## src/rtl/hazard_controller_if.sv

```systemverilog
// rtl/hazard_controller_if.sv - decode/EX hazard control bundle between pipeline and hazard controller
//
// Purpose: groups the decode-stage instruction fields, the EX branch result and
// the controller's forwarding/stall/flush responses into one bundle.
// Signals:
//   id_valid, id_opcode[6:0], id_rs1/id_rs2/id_rd[4:0] : decode-stage instruction
//   ex_branch_taken                                   : taken branch/JAL/JALR in EX
//   fwd_a, fwd_b[1:0]                                 : EX operand source (0 NONE, 1 EX_MEM, 2 MEM_WB)
//   stall_if_id, bubble_id_ex, flush_if_id, busy      : pipeline control
// Modports: master = pipeline side (drives decode info), slave = hazard controller.

interface hazard_controller_if;
  logic       id_valid;
  logic [6:0] id_opcode;
  logic [4:0] id_rs1;
  logic [4:0] id_rs2;
  logic [4:0] id_rd;
  logic       ex_branch_taken;
  logic [1:0] fwd_a;
  logic [1:0] fwd_b;
  logic       stall_if_id;
  logic       bubble_id_ex;
  logic       flush_if_id;
  logic       busy;

  modport master (
    output id_valid, id_opcode, id_rs1, id_rs2, id_rd, ex_branch_taken,
    input  fwd_a, fwd_b, stall_if_id, bubble_id_ex, flush_if_id, busy
  );

  modport slave (
    input  id_valid, id_opcode, id_rs1, id_rs2, id_rd, ex_branch_taken,
    output fwd_a, fwd_b, stall_if_id, bubble_id_ex, flush_if_id, busy
  );
endinterface

```

## src/rtl/hazard_controller.sv

```systemverilog
// rtl/hazard_controller.sv - RAW hazard stall/forward and branch flush controller
//
// Purpose: tracks a shadow EX/MEM/WB pipeline of register usage, detects
// read-after-write hazards for the decode-stage instruction, and drives
// stall, bubble, flush and operand-forwarding controls.
// Ports:
//   clk   : core clock, all state updates on the rising edge
//   reset : synchronous active-high reset
//   hif   : hazard_controller_if.slave (decode info in, control out)
// Configuration macro: FORWARDING_EN
//   defined   : EX_MEM/MEM_WB forwarding; only a load in EX causes a 1-cycle stall
//   undefined : no forwarding; producer in EX stalls 2 cycles, in MEM 1 cycle

module hazard_controller (
  input  logic              clk,
  input  logic              reset,
  hazard_controller_if.slave hif
);

  localparam logic [6:0] OPC_LOAD    = 7'b0000011;
  localparam logic [6:0] OPC_OP_IMM  = 7'b0010011;
  localparam logic [6:0] OPC_U_AUIPC = 7'b0010111;
  localparam logic [6:0] OPC_STORE   = 7'b0100011;
  localparam logic [6:0] OPC_OP      = 7'b0110011;
  localparam logic [6:0] OPC_U_LUI   = 7'b0110111;
  localparam logic [6:0] OPC_BRANCH  = 7'b1100011;
  localparam logic [6:0] OPC_JALR    = 7'b1100111;
  localparam logic [6:0] OPC_J_JAL   = 7'b1101111;

  localparam logic [1:0] FWD_NONE   = 2'd0;
  localparam logic [1:0] FWD_EX_MEM = 2'd1;
  localparam logic [1:0] FWD_MEM_WB = 2'd2;

  typedef enum logic {RUN, STALL} state_e;

  typedef struct packed {
    logic       valid;
    logic [4:0] rd;
    logic       writes;
    logic       is_load;
    logic [4:0] rs1;
    logic [4:0] rs2;
    logic       reads_rs1;
    logic       reads_rs2;
  } slot_t;

  state_e state_q, state_d;
  logic   cnt_q, cnt_d;
  slot_t  ex_q, mem_q, wb_q, ex_d;
  slot_t  id_slot;

  logic dec_r1, dec_r2, dec_w;
  logic haz_n1, haz_n2;
  logic stall, bubble, flush;
  logic [1:0] fwd_a, fwd_b;

  // Producer slot p writes a register the consumer slot c reads. Index 0 is
  // already excluded because reads/writes are cleared for x0 at decode.
  function automatic logic raw_match(input slot_t p, input slot_t c);
    return p.valid && p.writes && c.valid &&
           ((c.reads_rs1 && (p.rd == c.rs1)) || (c.reads_rs2 && (p.rd == c.rs2)));
  endfunction

  always_comb begin
    dec_r1 = 1'b0;
    dec_r2 = 1'b0;
    dec_w  = 1'b0;
    case (hif.id_opcode)
      OPC_OP:      begin dec_r1 = 1'b1; dec_r2 = 1'b1; dec_w = 1'b1; end
      OPC_OP_IMM:  begin dec_r1 = 1'b1; dec_w = 1'b1; end
      OPC_LOAD:    begin dec_r1 = 1'b1; dec_w = 1'b1; end
      OPC_STORE:   begin dec_r1 = 1'b1; dec_r2 = 1'b1; end
      OPC_BRANCH:  begin dec_r1 = 1'b1; dec_r2 = 1'b1; end
      OPC_JALR:    begin dec_r1 = 1'b1; dec_w = 1'b1; end
      OPC_J_JAL:   dec_w = 1'b1;
      OPC_U_LUI:   dec_w = 1'b1;
      OPC_U_AUIPC: dec_w = 1'b1;
      default: ;
    endcase
    id_slot           = '0;
    id_slot.valid     = hif.id_valid;
    id_slot.rd        = hif.id_rd;
    id_slot.rs1       = hif.id_rs1;
    id_slot.rs2       = hif.id_rs2;
    id_slot.is_load   = (hif.id_opcode == OPC_LOAD);
    id_slot.writes    = dec_w  && (hif.id_rd  != 5'd0);
    id_slot.reads_rs1 = dec_r1 && (hif.id_rs1 != 5'd0);
    id_slot.reads_rs2 = dec_r2 && (hif.id_rs2 != 5'd0);
  end

`ifdef FORWARDING_EN
  // Only a load still in EX cannot be forwarded in time: one bubble suffices.
  assign haz_n1 = raw_match(ex_q, id_slot) && ex_q.is_load;
  assign haz_n2 = 1'b0;

  function automatic logic [1:0] fwd_sel(input logic rd_en, input logic [4:0] rs);
    if (ex_q.valid && rd_en && mem_q.valid && mem_q.writes && (mem_q.rd == rs))
      return FWD_EX_MEM;
    else if (ex_q.valid && rd_en && wb_q.valid && wb_q.writes && (wb_q.rd == rs))
      return FWD_MEM_WB;
    else
      return FWD_NONE;
  endfunction

  assign fwd_a = fwd_sel(ex_q.reads_rs1, ex_q.rs1);
  assign fwd_b = fwd_sel(ex_q.reads_rs2, ex_q.rs2);
`else
  // Register file writes before it is read, so a WB producer is never a hazard.
  assign haz_n2 = raw_match(ex_q, id_slot);
  assign haz_n1 = !haz_n2 && raw_match(mem_q, id_slot);
  assign fwd_a  = FWD_NONE;
  assign fwd_b  = FWD_NONE;
`endif

  always_comb begin
    state_d = state_q;
    cnt_d   = cnt_q;
    stall   = 1'b0;
    bubble  = 1'b0;
    flush   = 1'b0;
    if (hif.ex_branch_taken) begin
      // Wrong-path instruction in ID is squashed, so any pending stall is moot.
      flush   = 1'b1;
      bubble  = 1'b1;
      state_d = RUN;
      cnt_d   = 1'b0;
    end else begin
      case (state_q)
        RUN: begin
          if (haz_n1 || haz_n2) begin
            stall  = 1'b1;
            bubble = 1'b1;
          end
          if (haz_n2) begin
            state_d = STALL;
            cnt_d   = 1'b1;
          end
        end
        STALL: begin
          // Counter holds the stall cycles remaining including this one.
          stall  = 1'b1;
          bubble = 1'b1;
          cnt_d  = cnt_q - 1'b1;
          if (cnt_d == 1'b0) state_d = RUN;
        end
        default: state_d = RUN;
      endcase
    end
  end

  always_comb begin
    ex_d = '0;
    if (hif.id_valid && !bubble) ex_d = id_slot;
  end

  always_ff @(posedge clk) begin
    if (reset) begin
      state_q <= RUN;
      cnt_q   <= 1'b0;
      ex_q    <= '0;
      mem_q   <= '0;
      wb_q    <= '0;
    end else begin
      state_q <= state_d;
      cnt_q   <= cnt_d;
      ex_q    <= ex_d;
      mem_q   <= ex_q;
      wb_q    <= mem_q;
    end
  end

  // Not every slot field feeds logic in every configuration.
  logic unused_slot_bits;
  assign unused_slot_bits = ^{ex_q, mem_q, wb_q};

  assign hif.fwd_a        = fwd_a;
  assign hif.fwd_b        = fwd_b;
  assign hif.stall_if_id  = stall;
  assign hif.bubble_id_ex = bubble;
  assign hif.flush_if_id  = flush;
  assign hif.busy         = (state_q == STALL);

endmodule

```

## src/flat_wrapper.sv

```systemverilog
// flat-port wrapper written by rule: the top's interface ports become plain ports
module hazard_controller_flat 
  (clk, reset, hif_id_valid, hif_id_opcode, hif_id_rs1, hif_id_rs2, hif_id_rd, hif_ex_branch_taken, hif_fwd_a, hif_fwd_b, hif_stall_if_id, hif_bubble_id_ex, hif_flush_if_id, hif_busy);
  hazard_controller_if hif_i ();
  input  logic clk;
  input  logic reset;
  input wire logic [$bits(hif_i.id_valid)-1:0] hif_id_valid;
  input wire logic [$bits(hif_i.id_opcode)-1:0] hif_id_opcode;
  input wire logic [$bits(hif_i.id_rs1)-1:0] hif_id_rs1;
  input wire logic [$bits(hif_i.id_rs2)-1:0] hif_id_rs2;
  input wire logic [$bits(hif_i.id_rd)-1:0] hif_id_rd;
  input wire logic [$bits(hif_i.ex_branch_taken)-1:0] hif_ex_branch_taken;
  output wire logic [$bits(hif_i.fwd_a)-1:0] hif_fwd_a;
  output wire logic [$bits(hif_i.fwd_b)-1:0] hif_fwd_b;
  output wire logic [$bits(hif_i.stall_if_id)-1:0] hif_stall_if_id;
  output wire logic [$bits(hif_i.bubble_id_ex)-1:0] hif_bubble_id_ex;
  output wire logic [$bits(hif_i.flush_if_id)-1:0] hif_flush_if_id;
  output wire logic [$bits(hif_i.busy)-1:0] hif_busy;
  assign hif_i.id_valid = hif_id_valid;
  assign hif_i.id_opcode = hif_id_opcode;
  assign hif_i.id_rs1 = hif_id_rs1;
  assign hif_i.id_rs2 = hif_id_rs2;
  assign hif_i.id_rd = hif_id_rd;
  assign hif_i.ex_branch_taken = hif_ex_branch_taken;
  assign hif_fwd_a = hif_i.fwd_a;
  assign hif_fwd_b = hif_i.fwd_b;
  assign hif_stall_if_id = hif_i.stall_if_id;
  assign hif_bubble_id_ex = hif_i.bubble_id_ex;
  assign hif_flush_if_id = hif_i.flush_if_id;
  assign hif_busy = hif_i.busy;
  hazard_controller u_core (.clk(clk), .reset(reset), .hif(hif_i));
endmodule
```

## config.mk

```make
export PLATFORM = sky130hd
export DESIGN_NAME = hazard_controller_flat
export DESIGN_NICKNAME = d
export VERILOG_FILES = /design/src/rtl/hazard_controller_if.sv /design/src/rtl/hazard_controller.sv /design/src/flat_wrapper.sv
export SDC_FILE = /design/constraint.sdc
export NUM_CORES = 1
export LEC_CHECK = 0
export ABC_AREA = 1
export BUFFER_PORTS_ARGS = -buffer_cell sky130_fd_sc_hd__buf_4
export CAP_MARGIN = 20
export CORE_MARGIN = 4
export CORE_UTILIZATION = 51
export CTS_CLUSTER_SIZE = 28
export DETAILED_ROUTE_END_ITERATION = 10
export GPL_ROUTABILITY_DRIVEN = 0
export PLACE_DENSITY = 0.81
export SYNTH_ARGS = -nofsm -noshare
export SYNTH_HDL_FRONTEND = slang
export SYNTH_SLANG_ARGS = --single-unit
```

## constraint.sdc

```tcl
create_clock -name clk -period 2.4 [get_ports clk]
set_input_delay 0.12 -clock clk [delete_from_list [all_inputs] [get_ports clk]]
set_output_delay 0.12 -clock clk [all_outputs]
set_load 0.005 [all_outputs]
```

Word-level counts from Yosys, hierarchy flattened
Cells that the tools add are included.
{"block": "word_totals", "out_inout_bits": 8, "register_bits": 16, "wordCells": 66}
{"block": "classes", "mux": 13, "bitwise_logic": 2, "n_addsub": 1, "n_reduce_logical": 28, "eq_ne": 14}
{"op": "equality test 7 x 6 -> 1 bit (second input constant)", "count": 3}
{"op": "equality test 7 bit (second input constant)", "count": 3}
{"op": "equality test 5 bit", "count": 4}
{"op": "logical AND 1 bit", "count": 15}
{"op": "nonzero test 5 bit", "count": 3}
{"op": "equality test 7 x 5 -> 1 bit (second input constant)", "count": 2}
{"op": "two-way mux 1 bit", "count": 10}
{"op": "equality test 7 x 2 -> 1 bit (second input constant)", "count": 1}
{"op": "OR reduction 7 bit", "count": 1}
{"op": "one-hot mux 1 bit (2 select lines)", "count": 3}
{"op": "OR reduction 6 bit", "count": 1}
{"op": "OR reduction 2 bit", "count": 2}
{"op": "logical OR 1 bit", "count": 3}
{"op": "OR reduction 3 bit", "count": 1}
{"op": "logical NOT 1 bit", "count": 2}
{"op": "inequality test 2 x 1 -> 1 bit (second input constant)", "count": 1}
{"op": "NOT 1 bit", "count": 2}
{"op": "subtractor 1 bit (second input constant)", "count": 1}

Logic depth before layout (Yosys ltp)
{"block": "depth", "ltp_word": 17, "ltp_mapped": 11}

Least setup slack after synthesis
OpenSTA, ideal clock, no wires.
{"block": "synth_timing", "kind": "register to register", "startpoint": "register u_core.ex_q[17] (netlist bit)", "endpoint": "register u_core.ex_q[13] (netlist bit)", "stages_incl_launch_ff": 9, "setup_slack_ns": 1.264, "arrival_time_ns": 1.019, "cell_sequence": "dfxtp_1 xnor2_1 nand2_1 nor2_1 nand3_2 nand2_2 nand2_2 nand4_4 nor2_1"}
{"block": "synth_via", "elab_chain_cells": 14}
{"item": "start, declared", "line": "hazard_controller.sv:49", "text": "slot_t ex_q, mem_q, wb_q, ex_d;"}
{"item": "start signal, assigned", "line": "hazard_controller.sv:160", "text": "ex_q <= '0;"}
{"item": "start signal, assigned", "line": "hazard_controller.sv:166", "text": "ex_q <= ex_d;"}
{"item": "equality test 5 bit", "line": "hazard_controller.sv:61", "text": "((c.reads_rs1 && (p.rd == c.rs1)) || (c.reads_rs2 && (p.rd == c.rs2)));"}
{"item": "logical AND 1 bit", "line": "hazard_controller.sv:61"}
{"item": "logical OR 1 bit *", "line": "hazard_controller.sv:61"}
{"item": "logical AND 1 bit *", "line": "hazard_controller.sv:60", "text": "return p.valid && p.writes && c.valid &&"}
{"item": "logical NOT 1 bit", "line": "hazard_controller.sv:110", "text": "assign haz_n1 = !haz_n2 && raw_match(mem_q, id_slot);"}
{"item": "logical AND 1 bit", "line": "hazard_controller.sv:110"}
{"item": "logical OR 1 bit *", "line": "hazard_controller.sv:130", "text": "if (haz_n1 || haz_n2) begin"}
{"item": "two-way mux 1 bit *", "line": "hazard_controller.sv:130"}
{"item": "one-hot mux 1 bit (2 select lines) *", "line": "hazard_controller.sv:128", "text": "case (state_q)"}
{"item": "two-way mux 1 bit *", "line": "hazard_controller.sv:121", "text": "if (hif.ex_branch_taken) begin"}
{"item": "logical NOT 1 bit *", "line": "hazard_controller.sv:153", "text": "if (hif.id_valid && !bubble) ex_d = id_slot;"}
{"item": "logical AND 1 bit *", "line": "hazard_controller.sv:153"}
{"item": "NOT 1 bit (no line) *"}
{"item": "OR reduction 2 bit (no line) *"}
Mark *: on every way between the ends. The rest lies on a longest branch, timed or not.
A chain may end at the register's enable or synchronous reset.

Worst setup path in the final report
{"block": "layout_timing", "startpoint": "register u_core.ex_q[14] (netlist bit)", "endpoint": "output hif_stall_if_id"}
{"block": "layout_via", "elab_chain_cells": 10}
{"item": "equality test 5 bit", "line": "hazard_controller.sv:61"}
{"item": "logical AND 1 bit", "line": "hazard_controller.sv:61"}
{"item": "logical OR 1 bit *", "line": "hazard_controller.sv:61"}
{"item": "logical AND 1 bit *", "line": "hazard_controller.sv:60"}
{"item": "logical NOT 1 bit", "line": "hazard_controller.sv:110"}
{"item": "logical AND 1 bit", "line": "hazard_controller.sv:110"}
{"item": "logical OR 1 bit *", "line": "hazard_controller.sv:130"}
{"item": "two-way mux 1 bit *", "line": "hazard_controller.sv:130"}
{"item": "one-hot mux 1 bit (2 select lines) *", "line": "hazard_controller.sv:128"}
{"item": "two-way mux 1 bit *", "line": "hazard_controller.sv:121"}
{"item": "end, declared", "line": "flat_wrapper.sv:15", "text": "output wire logic [$bits(hif_i.stall_if_id)-1:0] hif_stall_if_id;"}
Marked as above.

==> impl_metrics.csv <==
group,metric,value,unit
die,num_io_pins,34,
min_path,min_to,"u_core.ex_q[18]",
pwr,swShare,25.2,%
global_route,initial_antenna_violation_count,0,
worst_setup_path,critical_path.reg2reg.startpoint,"u_core.ex_q[17]",
pwr,irDropWorstVdd,372,µV
die,initial_core_util,56.3,%
synth,synth.area.mux_share,0,%
detailed_routing,post_drt_via_cell_ratio,4.51,
cells_and_area,instances_no_fill,213,
worst_setup_path,setup.worst_path.class,"flop to output port",
pwr,net-switching-power,0.000140,W
die,design.die.area,2770,µm²
worst_setup_path,arrival,1550,ps
worst_setup_path,r2r_setup_slack,1070,ps
detailed_routing,postRouteAntennaNets,0,
worst_setup_path,critPathLaunch,"u_core.ex_q[14]",
sta,finClkSkew,2.66,ps
detailed_routing,drt_first_iter_violations,36,
min_path,min_delay_src,"hif_id_rd[4]",
clocking,clk_path_buf_depth,2,
cells_and_area,finalNetCount,215,
cells_and_area,areaGrowthSynthToFinish,25.2,%
clocking,cts_root_buffer,"sky130_fd_sc_hd__clkbuf_4",
global_route,grt.overflow.total,0,
sta,timing_hold_violations_final,0,
synth,postSynthAreaPerCell,6.42,µm²
min_path,hp-class,"input port to flop",
clocking,cts_buffers,3,
min_path,hold-path-cell-count,3,
global_route,grtUsageTotal,18.2,%
detailed_routing,drtPass1Iterations,4,
sta,final-setup-viol-count,0,
synth,dominantRegCellSynth,"sky130_fd_sc_hd__dfxtp_1",
sta,final_clock_period_utilization_by_the_worst_path,69.7,%
detailed_routing,vias,961,
pwr,power.density_cell_area,437,nW/µm²
placed_design,hpwl,1840,µm
clocking,clk_pin_slew,100,ps
global_route,grt_start_max_net_pins,10,
pwr,p_int,0.000415,W
worst_setup_path,critical_path_required,2280,ps
sta,whs,50.6,ps
synth,ys_seq_elements,16,
die,die_y,52.6,µm
clocking,ctsHoldBuffers,0,
synth,synth-compound-area-share,3.45,%
worst_setup_path,worst_r2r_endpoint,"u_core.ex_q[16]",
cells_and_area,layout.cells.most_common,"sky130_fd_sc_hd__nand2_1",
synth,synth_top_family_by_area,"simple AND/OR/NAND/NOR gates",
synth,yosysSeqAreaShare,31.6,%
synth,count_of_flip_flops_with_a_built_in_enable_after_synthesis,0,
pwr,sequentialPowerShare,49.3,%
pwr,clockPowerShare,32.2,%
cells_and_area,final_core_utilization,70.5,%
detailed_routing,routed_wire_length_per_instance,10.4,µm
global_route,grt_pass1_wl,3660,µm
cells_and_area,layout.filler_cells,164,
detailed_routing,final_wirelength,2220,µm
synth,post_synth_xor_area_fraction,12.1,%
cells_and_area,antenna_cells_inserted,0,
worst_setup_path,timing.critical_path.to_type,"output port",
die,row_count,15,
cells_and_area,fraction_of_layout_cells_with_a_size_suffix_above_1,22.3,%
cells_and_area,layout.cells.most_common_list,"39 x sky130_fd_sc_hd__nand2_1, 30 x sky130_fd_sc_hd__inv_1, 29 x sky130_fd_sc_hd__buf_4",
pwr,power_leakage,0.655,nW
clocking,worstSkewPairLatency,290,ps
worst_setup_path,crit_path_max_fanout,3,
synth,yosys.area_share.adder,0,%
die,chipWidth,52.6,µm
synth,netlist-cell-type-count,19,
die,placeableCoreArea,1800,µm²
sta,setup_total_negative_slack,0,ps
job,drv_cap,0,
sta,grt_setup_unrepaired,"false",
synth,synth_async_sr_flop_share,0,%
placed_design,placed_cells_incl_taps,209,
pwr,share_comb_of_total_power,18.5,%
sta,final_period_demand_of_the_worst_path,1670,ps
clocking,cts_setup_buffers,0,
placed_design,numPortBuffers,29,
clocking,cts_repair_resize_count,0,
synth,syn-cell-area,1010,µm²
worst_setup_path,reg2regPathDepth,8,
synth,yosysWarningCount,0,
status,run_status,"finished clean",
sta,fmaxAchievable,598,MHz
detailed_routing,drt_drc_violations_left,0,
global_route,first_global_vias,882,
clocking,clock_tree.htree_level_count,1,
synth,yosys.area_share.simple,37.4,%
clocking,cts.sinks,16,
synth,synth_cells,158,
clocking,cts_tree,"built",
sta,final-max-slew-violation-count,0,
worst_setup_path,startpoint_type,"flop",
==> layer usage <==
metal	track usage (%)	vias up	wire (µm)
met1	21.2	412	991
li1	-	517	-
met4	7.23	0	36
met5	0	-	0
met2	32.0	26	1090
met3	3.70	6	104
==> registers in the layout, summed over array words and instances (netlist names) <==
name and cells:
u_core.cnt_q 1, u_core.ex_q 7, u_core.hif.busy 1, u_core.mem_q 7
==> logic make-up (layout without fill, tap and decap cells) <==
kind of cell / count (synthesis) / after routing
compound gates: 5 / 5
other cells: 1 / 4
xor+xnor: 14 / 14
flops: 16 / 16
buf+inv: 36 / 63
simple gates: 86 / 86
==> worst max path at each step <==
stage	end	slack [ps]
2_1_floorplan	u_core.ex_q[13]	1260
3_3_place_gp	hif_stall_if_id	1070
3_5_place_dp	hif_stall_if_id	1040
4_1_cts	hif_stall_if_id	720
5_1_grt	hif_stall_if_id	530
6_report	hif_stall_if_id	730
==> synthesized netlist by cell type (2+ instances only) <==
cell type,instances,share of area [%]
sky130_fd_sc_hd__a21oi_2,2,1.7
sky130_fd_sc_hd__buf_4,5,3.7
sky130_fd_sc_hd__dfxtp_1,16,32
sky130_fd_sc_hd__inv_1,30,11
sky130_fd_sc_hd__nand2_1,39,14
sky130_fd_sc_hd__nand2_2,4,2.5
sky130_fd_sc_hd__nand3_1,10,4.9
sky130_fd_sc_hd__nand4_1,2,1.2
sky130_fd_sc_hd__nor2_1,26,9.6
sky130_fd_sc_hd__nor3_1,2,0.99
sky130_fd_sc_hd__xnor2_1,14,12
==> critical path, cell delays in order (launching register included) <==
cell	delay [ps]
sky130_fd_sc_hd__dfxtp_1	400
sky130_fd_sc_hd__inv_1	70
sky130_fd_sc_hd__nand2_1	60
sky130_fd_sc_hd__nand2_1	40
sky130_fd_sc_hd__nand3_1	80
sky130_fd_sc_hd__nor2_1	50
sky130_fd_sc_hd__nand3_2	50
sky130_fd_sc_hd__nand2_2	60
sky130_fd_sc_hd__a21oi_2	160
sky130_fd_sc_hd__nand2_1	70
sky130_fd_sc_hd__nand2_1	50
sky130_fd_sc_hd__inv_1	30
sky130_fd_sc_hd__buf_4	120
==> per-stage QoR <==
stage	instance area (µm²)	power, W	setup WS, ps
3_3_place_gp	1230	0.000379	1070
3_5_place_dp	1230	0.000381	1040
4_1_cts	1270	0.000560	717
5_1_grt	1270	0.000590	534
2_1_floorplan	1030	0.000336	1260
6_report	1270	0.000556	728
==> layout make-up <==
cell class                 count  area (µm²)  area share, %
timing repair buffer          29         218           17.1
multi-input combinational    109         552           43.4
sequential                    16         320           25.2
clock buffer                   4        36.3           2.86
inverter                      30         113           8.87
tap                           25        31.3           2.46
==> power groups by stage <==
stage,Combinational (W),Clock [W],Sequential [W]
CTS,0.000103,0.000183,0.000274
finish,0.000103,0.000179,0.000274
global placement,0.0000991,0,0.000280
global route,0.000115,0.000201,0.000275
floorplan,0.0000565,0,0.000279
detailed placement,0.000101,0,0.000280
Power figures use the tool's default switching activity.
